--- src/rtl/uart_rx_os.sv ---
// Oversampling UART receiver: glitch-filtered start, mid-bit sampling, framing/overrun status.
// Optional parity checking is enabled by defining UART_RX_PARITY_EN.
module uart_rx_os #(
    parameter int DATA_BITS  = 8,
    parameter int OVERSAMPLE = 16,
    parameter int STOP_BITS  = 1
) (
    input  logic                 clk,
    input  logic                 rst,
    input  logic                 baud_tick,
    input  logic                 rx,
    output logic [DATA_BITS-1:0] rx_data,
    output logic                 rx_valid,
    input  logic                 rx_ready,
    output logic                 frame_err,
`ifdef UART_RX_PARITY_EN
    input  logic                 parity_odd,
    output logic                 parity_err,
`endif
    output logic                 overrun_err
);

    localparam int TW = $clog2(OVERSAMPLE);
    localparam int BW = $clog2(DATA_BITS + 1);

    localparam logic [TW-1:0] TICK_HALF = TW'(OVERSAMPLE / 2 - 1);
    localparam logic [TW-1:0] TICK_LAST = TW'(OVERSAMPLE - 1);
    localparam logic [BW-1:0] DATA_LAST = BW'(DATA_BITS - 1);
    localparam logic [BW-1:0] STOP_LAST = BW'(STOP_BITS - 1);

    localparam logic [2:0] IDLE    = 3'd0;
    localparam logic [2:0] START   = 3'd1;
    localparam logic [2:0] DATA    = 3'd2;
    localparam logic [2:0] STOP    = 3'd3;
    localparam logic [2:0] DELIVER = 3'd4;
`ifdef UART_RX_PARITY_EN
    localparam logic [2:0] PARITY  = 3'd5;
`endif

    logic                 rx_meta;
    logic                 rx_s;
    logic [2:0]           state;
    logic [TW-1:0]        tick_cnt;
    logic [BW-1:0]        bit_cnt;
    logic                 armed;
    logic [DATA_BITS-1:0] shreg;
    logic                 ferr_acc;
`ifdef UART_RX_PARITY_EN
    logic                 perr_acc;
`endif

    always_ff @(posedge clk or posedge rst) begin
        if (rst) begin
            rx_meta <= 1'b1;
            rx_s    <= 1'b1;
        end else begin
            rx_meta <= rx;
            rx_s    <= rx_meta;
        end
    end

    always_ff @(posedge clk or posedge rst) begin
        if (rst) begin
            state       <= IDLE;
            tick_cnt    <= '0;
            bit_cnt     <= '0;
            armed       <= 1'b0;
            shreg       <= '0;
            ferr_acc    <= 1'b0;
            rx_data     <= '0;
            rx_valid    <= 1'b0;
            frame_err   <= 1'b0;
            overrun_err <= 1'b0;
`ifdef UART_RX_PARITY_EN
            perr_acc    <= 1'b0;
            parity_err  <= 1'b0;
`endif
        end else begin
            overrun_err <= 1'b0;
            // Accept clears status; a DELIVER load below overrides this in the same clk.
            if (rx_valid && rx_ready) begin
                rx_valid  <= 1'b0;
                frame_err <= 1'b0;
`ifdef UART_RX_PARITY_EN
                parity_err <= 1'b0;
`endif
            end

            case (state)
                IDLE: begin
                    if (rx_s) armed <= 1'b1;
                    if (armed && !rx_s) begin
                        state    <= START;
                        tick_cnt <= '0;
                    end
                end
                START: if (baud_tick) begin
                    if (tick_cnt == TICK_HALF) begin
                        if (rx_s) begin
                            state <= IDLE;
                        end else begin
                            state    <= DATA;
                            tick_cnt <= '0;
                            bit_cnt  <= '0;
                            ferr_acc <= 1'b0;
                        end
                    end else begin
                        tick_cnt <= tick_cnt + 1'b1;
                    end
                end
                DATA: if (baud_tick) begin
                    if (tick_cnt == TICK_LAST) begin
                        tick_cnt <= '0;
                        shreg    <= {rx_s, shreg[DATA_BITS-1:1]};
                        if (bit_cnt == DATA_LAST) begin
                            bit_cnt <= '0;
`ifdef UART_RX_PARITY_EN
                            state   <= PARITY;
`else
                            state   <= STOP;
`endif
                        end else begin
                            bit_cnt <= bit_cnt + 1'b1;
                        end
                    end else begin
                        tick_cnt <= tick_cnt + 1'b1;
                    end
                end
`ifdef UART_RX_PARITY_EN
                PARITY: if (baud_tick) begin
                    if (tick_cnt == TICK_LAST) begin
                        tick_cnt <= '0;
                        perr_acc <= rx_s ^ (^shreg) ^ parity_odd;
                        state    <= STOP;
                    end else begin
                        tick_cnt <= tick_cnt + 1'b1;
                    end
                end
`endif
                STOP: if (baud_tick) begin
                    if (tick_cnt == TICK_LAST) begin
                        tick_cnt <= '0;
                        if (!rx_s) ferr_acc <= 1'b1;
                        if (bit_cnt == STOP_LAST) begin
                            bit_cnt <= '0;
                            armed   <= 1'b0;
                            state   <= DELIVER;
                        end else begin
                            bit_cnt <= bit_cnt + 1'b1;
                        end
                    end else begin
                        tick_cnt <= tick_cnt + 1'b1;
                    end
                end
                DELIVER: begin
                    if (!rx_valid || rx_ready) begin
                        rx_data   <= shreg;
                        frame_err <= ferr_acc;
                        rx_valid  <= 1'b1;
`ifdef UART_RX_PARITY_EN
                        parity_err <= perr_acc;
`endif
                    end else begin
                        overrun_err <= 1'b1;
                    end
                    state <= IDLE;
                end
                default: state <= IDLE;
            endcase
        end
    end

endmodule
--- config.mk ---
export PLATFORM = sky130hd
export DESIGN_NAME = uart_rx_os
export DESIGN_NICKNAME = d
export VERILOG_FILES = /design/src/rtl/uart_rx_os.sv
export SDC_FILE = /design/constraint.sdc
export NUM_CORES = 1
export LEC_CHECK = 0
export BUFFER_PORTS_ARGS = -buffer_cell sky130_fd_sc_hd__buf_2
export CORE_MARGIN = 10
export CORE_UTILIZATION = 42
export DETAILED_ROUTE_END_ITERATION = 7
export MAX_ROUTING_LAYER = met4
export PLACE_DENSITY = 0.6
export SLEW_MARGIN = 20
export SYNTH_ARGS = -nofsm -noshare
export SYNTH_HDL_FRONTEND = slang
export SYNTH_SLANG_ARGS = --single-unit
--- constraint.sdc ---
create_clock -name clk -period 1.6 [get_ports clk]
set_input_delay 0.16 -clock clk [delete_from_list [all_inputs] [get_ports clk]]
set_output_delay 0.16 -clock clk [all_outputs]
set_load 0.03 [all_outputs]
==> impl_results.md, run 1 <==
* Synth Cell Area at 1640 um2
* Initial core utilization at about 44%
* Worst min path class: primary input to flip-flop
* Final ANT Viol Nets at 0
* Busiest grt layer: met2
* PwrDens at between 1000 and 1500 nW/um2
* Vias in the first global route at between 1k and 1.5k
* Critical path launch point type: flip-flop
* N_diodes at 0
* Clock Path Buffers at 2
* Top cells by area, synth: dfrtp_1 49%, mux2_1 6.2%, mux2_2 6.2%
* WL/cell at roughly 15 um
* Status: finished, violations left
* Slew Viols, Final at 0
* First-pass GRT wire length at between 5000 and 6000 um
* Worst-path clk slew at 70 ps
* Gate power share at a little under half
* Ports at 16
* Die width at roughly 83 um
* 1st-iter DRT viols at between 60 and 70
* Distinct cell type count after synthesis at 49
* WP data required at 1770 ps
* Placed cells at ~220
* Fraction of layout cells with a size suffix above 1 at a little under half
* Final setup fails at 13
* Leakage power at between 1 and 1.5 nW
* Total GRT Usage at 11.2%
* Final WL at roughly 3600 um
* GR Layer Usage met3 at under 10%
* Failing checks: negative setup slack
* Kind of critical path: flip-flop to flip-flop
* Final Hold Fails at 0
* Async set-reset flop share out of synthesis at 100%
* H-Tree Depth at 2
* Reg power frac at approximately 35%
* CTS Buf Count at 5
* Met1 GRT Util at 13.8%
* Initial antenna violation count at 0
* FF+latch area at ~850 um2
* Post-Syn Instances at ~140
* Design area at 2230 um2
* Largest net degree at the start of global routing at 28
* Worst vdd ir at 0.739 mV
* Prevailing post-synth register cell: dfrtp_1
* Total of max-cap violations at 0
* Post-Syn Area per Cell at between 10 and 15 um2
* Psw at 0.00113 W
* Gpl congestion at around 0.84
* Most frequent cells in the layout: 31 x dfrtp_1, 28 x buf_4, 15 x buf_2
* Final WS setup at -157 ps
* Area of the multi-input gates at around 860 um2
* TritonCTS clock tree: built
* Fin Clk Skew at approximately 8.3 ps
* F_max at between 500 and 600 MHz
* Root Driver: clkbuf_8
* Fillers at a little over 300
* Worst Setup End Kind: flip-flop
* Final min period at around 1800 ps
* Final layout net count at 195
* # clock sinks at 34
* DRC violations left at 0
* Most common cell after layout, fill and taps aside: dfrtp_1
* Via count of the routed design at ~1.2k
* Worst slew pin tran at around 360 ps
* Synth area leader: dfrtp_1
* Yosys warns at 0
* Core area at about 3700 um2
* Post-synth EDFFs at 0
* Die Area at ~6800 um2
* Input/output buffers at 15
* Unrepaired setup endpoints after global routing: yes
* Rel. slew slack at about three quarters
* Synthesized Nets at approximately 140
* Worst endpoint data arrival time at between 1500 and 2000 ps
* Peak fanout along the critical path at 6
* Die height at around 83 um
* Worst skew pair latency at between 200 and 300 ps
* P_int at 0.00208 W
* Post-synth top area share at 48.8%
* Dpl cell area at 2000 um2
* GR Overflow Total at 0
* Dpl hpwl at 2550 um
* Clk pwr share at a little under a fifth
* Register area share after synthesis at 52.0%
* Area growth syn-to-layout at 35.9%
* Met2 Use GR at 17.3%
* Flops & latches, synth at 34
* Cell row count at 22
* Via density at between 5 and 6
* Switching share of power at 35.3%
* Initial DRT Pass Iterations at 4
* Final critical-path share of the clock period at 110%
* Fin cells at 235
## power by group through the flow
stage	Combinational, W	Clock [W]	Sequential [W]
2_1_floorplan	0.000704	0	0.00111
3_3_place_gp	0.00118	0	0.00112
3_5_place_dp	0.00121	0	0.00113
4_1_cts	0.00129	0.000604	0.00113
5_1_grt	0.00163	0.000638	0.00116
6_report	0.00149	0.000584	0.00114
## cells by family (layout without fill, tap and decap cells)
| group | count (synthesis) | after routing | synth area share, % |
|---|---|---|---|
| buf+inv | 9 | 61 | 2.51 |
| mux | 22 | 22 | 15.1 |
| compound gates | 22 | 22 | 10.2 |
| simple gates | 45 | 45 | 17.9 |
| fa+ha+maj | 3 | 3 | 2.29 |
| flops | 34 | 34 | 52.0 |
## registers in the layout (all words and copies together), names as in the netlist
register     flops
frame_err        1
rx_data          8
rx_s             1
tick_cnt         4
rx_valid         1
rx_meta          1
bit_cnt          4
armed            1
overrun_err      1
ferr_acc         1
shreg            8
state            3
## metrics by stage
step	setup WS, ps	power (W)	hold slack (ps)	TNS (ps)	util (%)
final	-157	0.00321	230	-1150	60.0
after global routing	-211	0.00343	263	-2830	60.0
after CTS	-146	0.00302	217	-1220	57.4
after detailed placement	-154	0.00234	136	-1550	53.7
after floorplan	-103	0.00181	164	-173	-
after global placement	-105	0.00230	133	-774	53.7
## worst max-delay path, cell delays in order (launching register included)
cell and delay (ps):
dfrtp_1 410, ha_4 190, and3b_1 190, and3_4 170, or3_4 380, mux2_4 300
## synth_stat cells, types with 2 or more instances
master    number
nand2b_1       3
mux2_1         9
o21ai_1        2
mux2i_1        3
a31oi_1        2
nand4_1        2
buf_4          2
nor2_1         8
dfrtp_1       32
nand3b_1       2
inv_1          6
nand3_1        6
ha_1           3
a21oi_1        2
dfstp_2        2
nor3_1         2
nor3b_1        2
nand2_1        3
o41ai_1        3
mux2_2         9
o21ai_0        2
nor2b_1        2
nor2_4         2
## what timing repair did
action | CTS | global route
setup buffers | 2 | 1
resized for setup | 5 | 15
hold buffers | 2 | 0
setup endpoints to repair | 18 | 21
endpoints found under the hold margin | 8 | 0
pin swaps | 5 | 6
## cell type report
type                    count  area share [%]
well taps                  48            2.69
clock inverters             2           0.449
flip-flops and latches     34            38.3
repair buffers             48            16.0
clock buffers               5            3.08
inverters                   6            1.01
multi-input cells          92            38.5
## routing by layer
metal  routed length (um)  up-vias
li1                     -      609
met1                 1630      596
met2                 1840       18
met3                  118        2
met4                    9        0
met5                    0        -
## final timing paths
| path | start | end | slack (ps) | cells after the start |
|---|---|---|---|---|
| worst max-delay path | tick_cnt[0]$_DFFE_PP0P_ | tick_cnt[1]$_DFFE_PP0P_ | -160 | 5 |
| worst min-delay path | rx_ready | rx_valid$_DFF_PP0_ | 230 | 3 |
| worst max register to register | tick_cnt[0]$_DFFE_PP0P_ | tick_cnt[1]$_DFFE_PP0P_ | -160 | 5 |
| worst min register to register | rx_meta$_DFF_PP1_ | rx_s$_DFF_PP1_ | 360 | 0 |
| max in group asynchronous | rst | rx_s$_DFF_PP1_ | 700 | 4 |
| min in group asynchronous | rst | shreg[5]$_DFFE_PP0P_ | 380 | 3 |
(Power assumes the default switching activity.)
==> run 2: changes to the inputs <==
SETUP_SLACK_MARGIN = 0.3   (was default)
==> run 2 against run 1 <==
First-iteration DRC count shrank 50%. The run still ends with negative setup slack left. Clock power grew 67%. Clock skew shrank 3.9 ps. Highest routed layer unchanged. Count of clock-buffer cells in the layout grew 1. Largest cell class unchanged.
==> impl_results.md, run 2 (same netlist as run 1, synthesis figures left out) <==
* WP data required at 1770 ps (about the same)
* Final setup fails at 13 (unchanged)
* Worst Setup End Kind: flip-flop
* Worst endpoint data arrival time at 1940 ps (about the same)
* M1 wire length at 1710 um (+5.3%)
* Failing checks: negative setup slack
* Total GRT Usage at 12.5% (+1.2 points)
* Vias in the first global route at 1357 (+8.7%)
* Worst skew pair latency at 280 ps (about the same)
* Peak fanout along the critical path at 4 (-2)
* Worst slew pin tran at 369 ps (+13.2 ps)
* Final Hold Fails at 0 (unchanged)
* Die width at 82.5 um (unchanged)
* Core area at 3720 um2 (unchanged)
* Worst min path class: primary input to flip-flop
* Worst vdd ir at 0.831 mV (+13%)
* Top sig layer: met4
* Input/output buffers at 15 (unchanged)
* Via count of the routed design at 1292 (+5.5%)
* Initial core utilization at 44.2% (unchanged)
* Sequence of cells on the critical path: ha_4 > and3b_2 > and3_4 > or3_4 > mux2_4
* PwrDens at 1590 nW/um2 (+10%)
* Gate power share at 47.0% (+0.6 points)
* Critical path launch point type: flip-flop
* Leakage power at 1.18 nW (+9.9%)
* Status: finished, violations left
* Most common cell after layout, fill and taps aside: dfrtp_1
* Ports at 16 (unchanged)
* Hold Slack at 237 ps (+6.89 ps)
* Final ANT Viol Nets at 0 (unchanged)
* Unrepaired setup endpoints after global routing: yes
* # clock sinks at 34 (unchanged)
* Root Driver: clkbuf_8
* Setup TNS at -640 ps (+510 ps)
* Fin Clk Skew at 4.44 ps (-3.85 ps)
* Psw at 0.00124 W (+9.3%)
* Final critical-path share of the clock period at 111% (+1.1 points)
* DRC violations left at 0 (unchanged)
* Max stage delay on crit path at 410 ps (about the same)
* Fraction of layout cells with a size suffix above 1 at 58.2% (+12 points)
* Largest net degree at the start of global routing at 21 (-25%)
* WL met2 at 2050 um (+11%)
* 1st-iter DRT viols at 34 (-50%)
* Reg power frac at 28.3% (-7.1 points)
* Final WL at 3900 um (+8.4%)
* Cell row count at 22 (unchanged)
* Gpl congestion at 0.837 (-0.25%)
* Total of max-cap violations at 0 (unchanged)
* Die height at 82.5 um (unchanged)
* Largest regs: rx_data x8, shreg x8
* Worst-path clk slew at 70 ps (about the same)
* P_int at 0.00271 W (+30%)
* Initial DRT Pass Iterations at 4 (unchanged)
* WL/cell at 16.0 um (+4.4%)
* Final WS setup at -174 ps (-17.2 ps)
* N_diodes at 0 (unchanged)
* CTS Buf Count at 5 (unchanged)
* First-pass GRT wire length at 6580 um (+13%)
* Initial antenna violation count at 0 (unchanged)
* Area growth syn-to-layout at 51.7%
* Clk pwr share at 24.7% (+6.5 points)
* Rel. slew slack at 75.4% (-0.70 points)
* Via density at 5.30 (+1.6%)
* Kind of critical path: flip-flop to flip-flop
* CP max stage cell: dfrtp_1
* Fillers at 267 (-13%)
* Die Area at 6810 um2 (unchanged)
* Routed wl met3 at 126 um (+6.8%)
* Switching share of power at 31.4% (-3.9 points)
* Final min period at 1770 ps (+17.2 ps)
* GR Overflow Total at 0 (unchanged)
* Clock Path Buffers at 2 (unchanged)
* F_max at 564 MHz (-0.97%)
* Final layout net count at 203 (+4.1%)
* Slew Viols, Final at 0 (unchanged)
* Most frequent cells in the layout: 31 x dfrtp_1, 28 x buf_4, 15 x buf_2
* H-Tree Depth at 2 (unchanged)
* TritonCTS clock tree: built
* Dpl hpwl at 2600 um (+1.9%)
==> run 2: cell count changes in the layout (fill, tap and decap cells not counted), moves of 2 or more <==
cell / delta
bufinv_16: +2
mux2_1: -9
mux2_2: -3
mux2_4: +12
clkinv_2: -2
buf_6: +7
==> run 2: metal layers <==
metal  vias up  GRT usage [%]
met5         -              -
met4         0           3.34
met3         2           2.92
met2        14           20.5
met1       653           15.0
li1        623              -
==> run 2: final timing paths <==
kind	start	end	slack, ps	cells after the start
max	tick_cnt[0]$_DFFE_PP0P_	tick_cnt[1]$_DFFE_PP0P_	-170	5
min in group asynchronous	rst	rx_data[6]$_DFFE_PP0P_	450	4
min	baud_tick	bit_cnt[0]$_DFFE_PP0P_	240	3
max in group asynchronous	rst	state[1]$_DFFE_PP0P_	870	4
min reg2reg	rx_meta$_DFF_PP1_	rx_s$_DFF_PP1_	360	0
max reg2reg	tick_cnt[0]$_DFFE_PP0P_	tick_cnt[1]$_DFFE_PP0P_	-170	5
==> run 2: what timing repair did <==
item / in CTS / in global routing
buffers inserted: 10 / 4
endpoints found under the hold margin: 33 / 0
resized for setup: 20 / 18
hold buffers: 2 / 0
setup endpoints to repair: 29 / 30
pin swaps: 11 / 9
==> run 2: layout make-up <==
type	count	area, um2	area share (%)
Tap cell	48	60.1	2.41
Inverter	6	22.5	0.905
Clock inverter	2	60.1	2.41
Multi-Input combinational cell	92	955	38.3
Sequential cell	34	855	34.3
Timing Repair Buffer	56	455	18.3
Clock buffer	6	82.6	3.32
==> run 2: worst max-delay path, delay by kind of cell (launching register included) <==
kind                     cells  cell delay [ps]
flip-flops                   1              410
multiplexers                 1              300
adder cells (fa/ha/maj)      1              190
AND/OR/NAND/NOR              3              770
==> run 2: power by group through the flow <==
stage          clock network, W  registers [W]  logic (W)
5_1_grt                 0.00103        0.00114    0.00201
3_3_place_gp                  0        0.00114    0.00119
3_5_place_dp                  0        0.00115    0.00123
4_1_cts                0.000986        0.00111    0.00156
6_report               0.000976        0.00112    0.00185
2_1_floorplan                 0        0.00113   0.000742
==> run 2: metrics by stage <==
step	worst slack, ps	total power (W)	instances	utilization, %	cell area [um2]
after detailed placement	-122	0.00238	220	54.7	2030
after global routing	-244	0.00418	244	67.0	2490
after CTS	-128	0.00365	240	63.7	2370
final	-174	0.00395	244	67.0	2490
after floorplan	-100	0.00187	135	-	1720
after global placement	-89.1	0.00234	220	54.7	2030
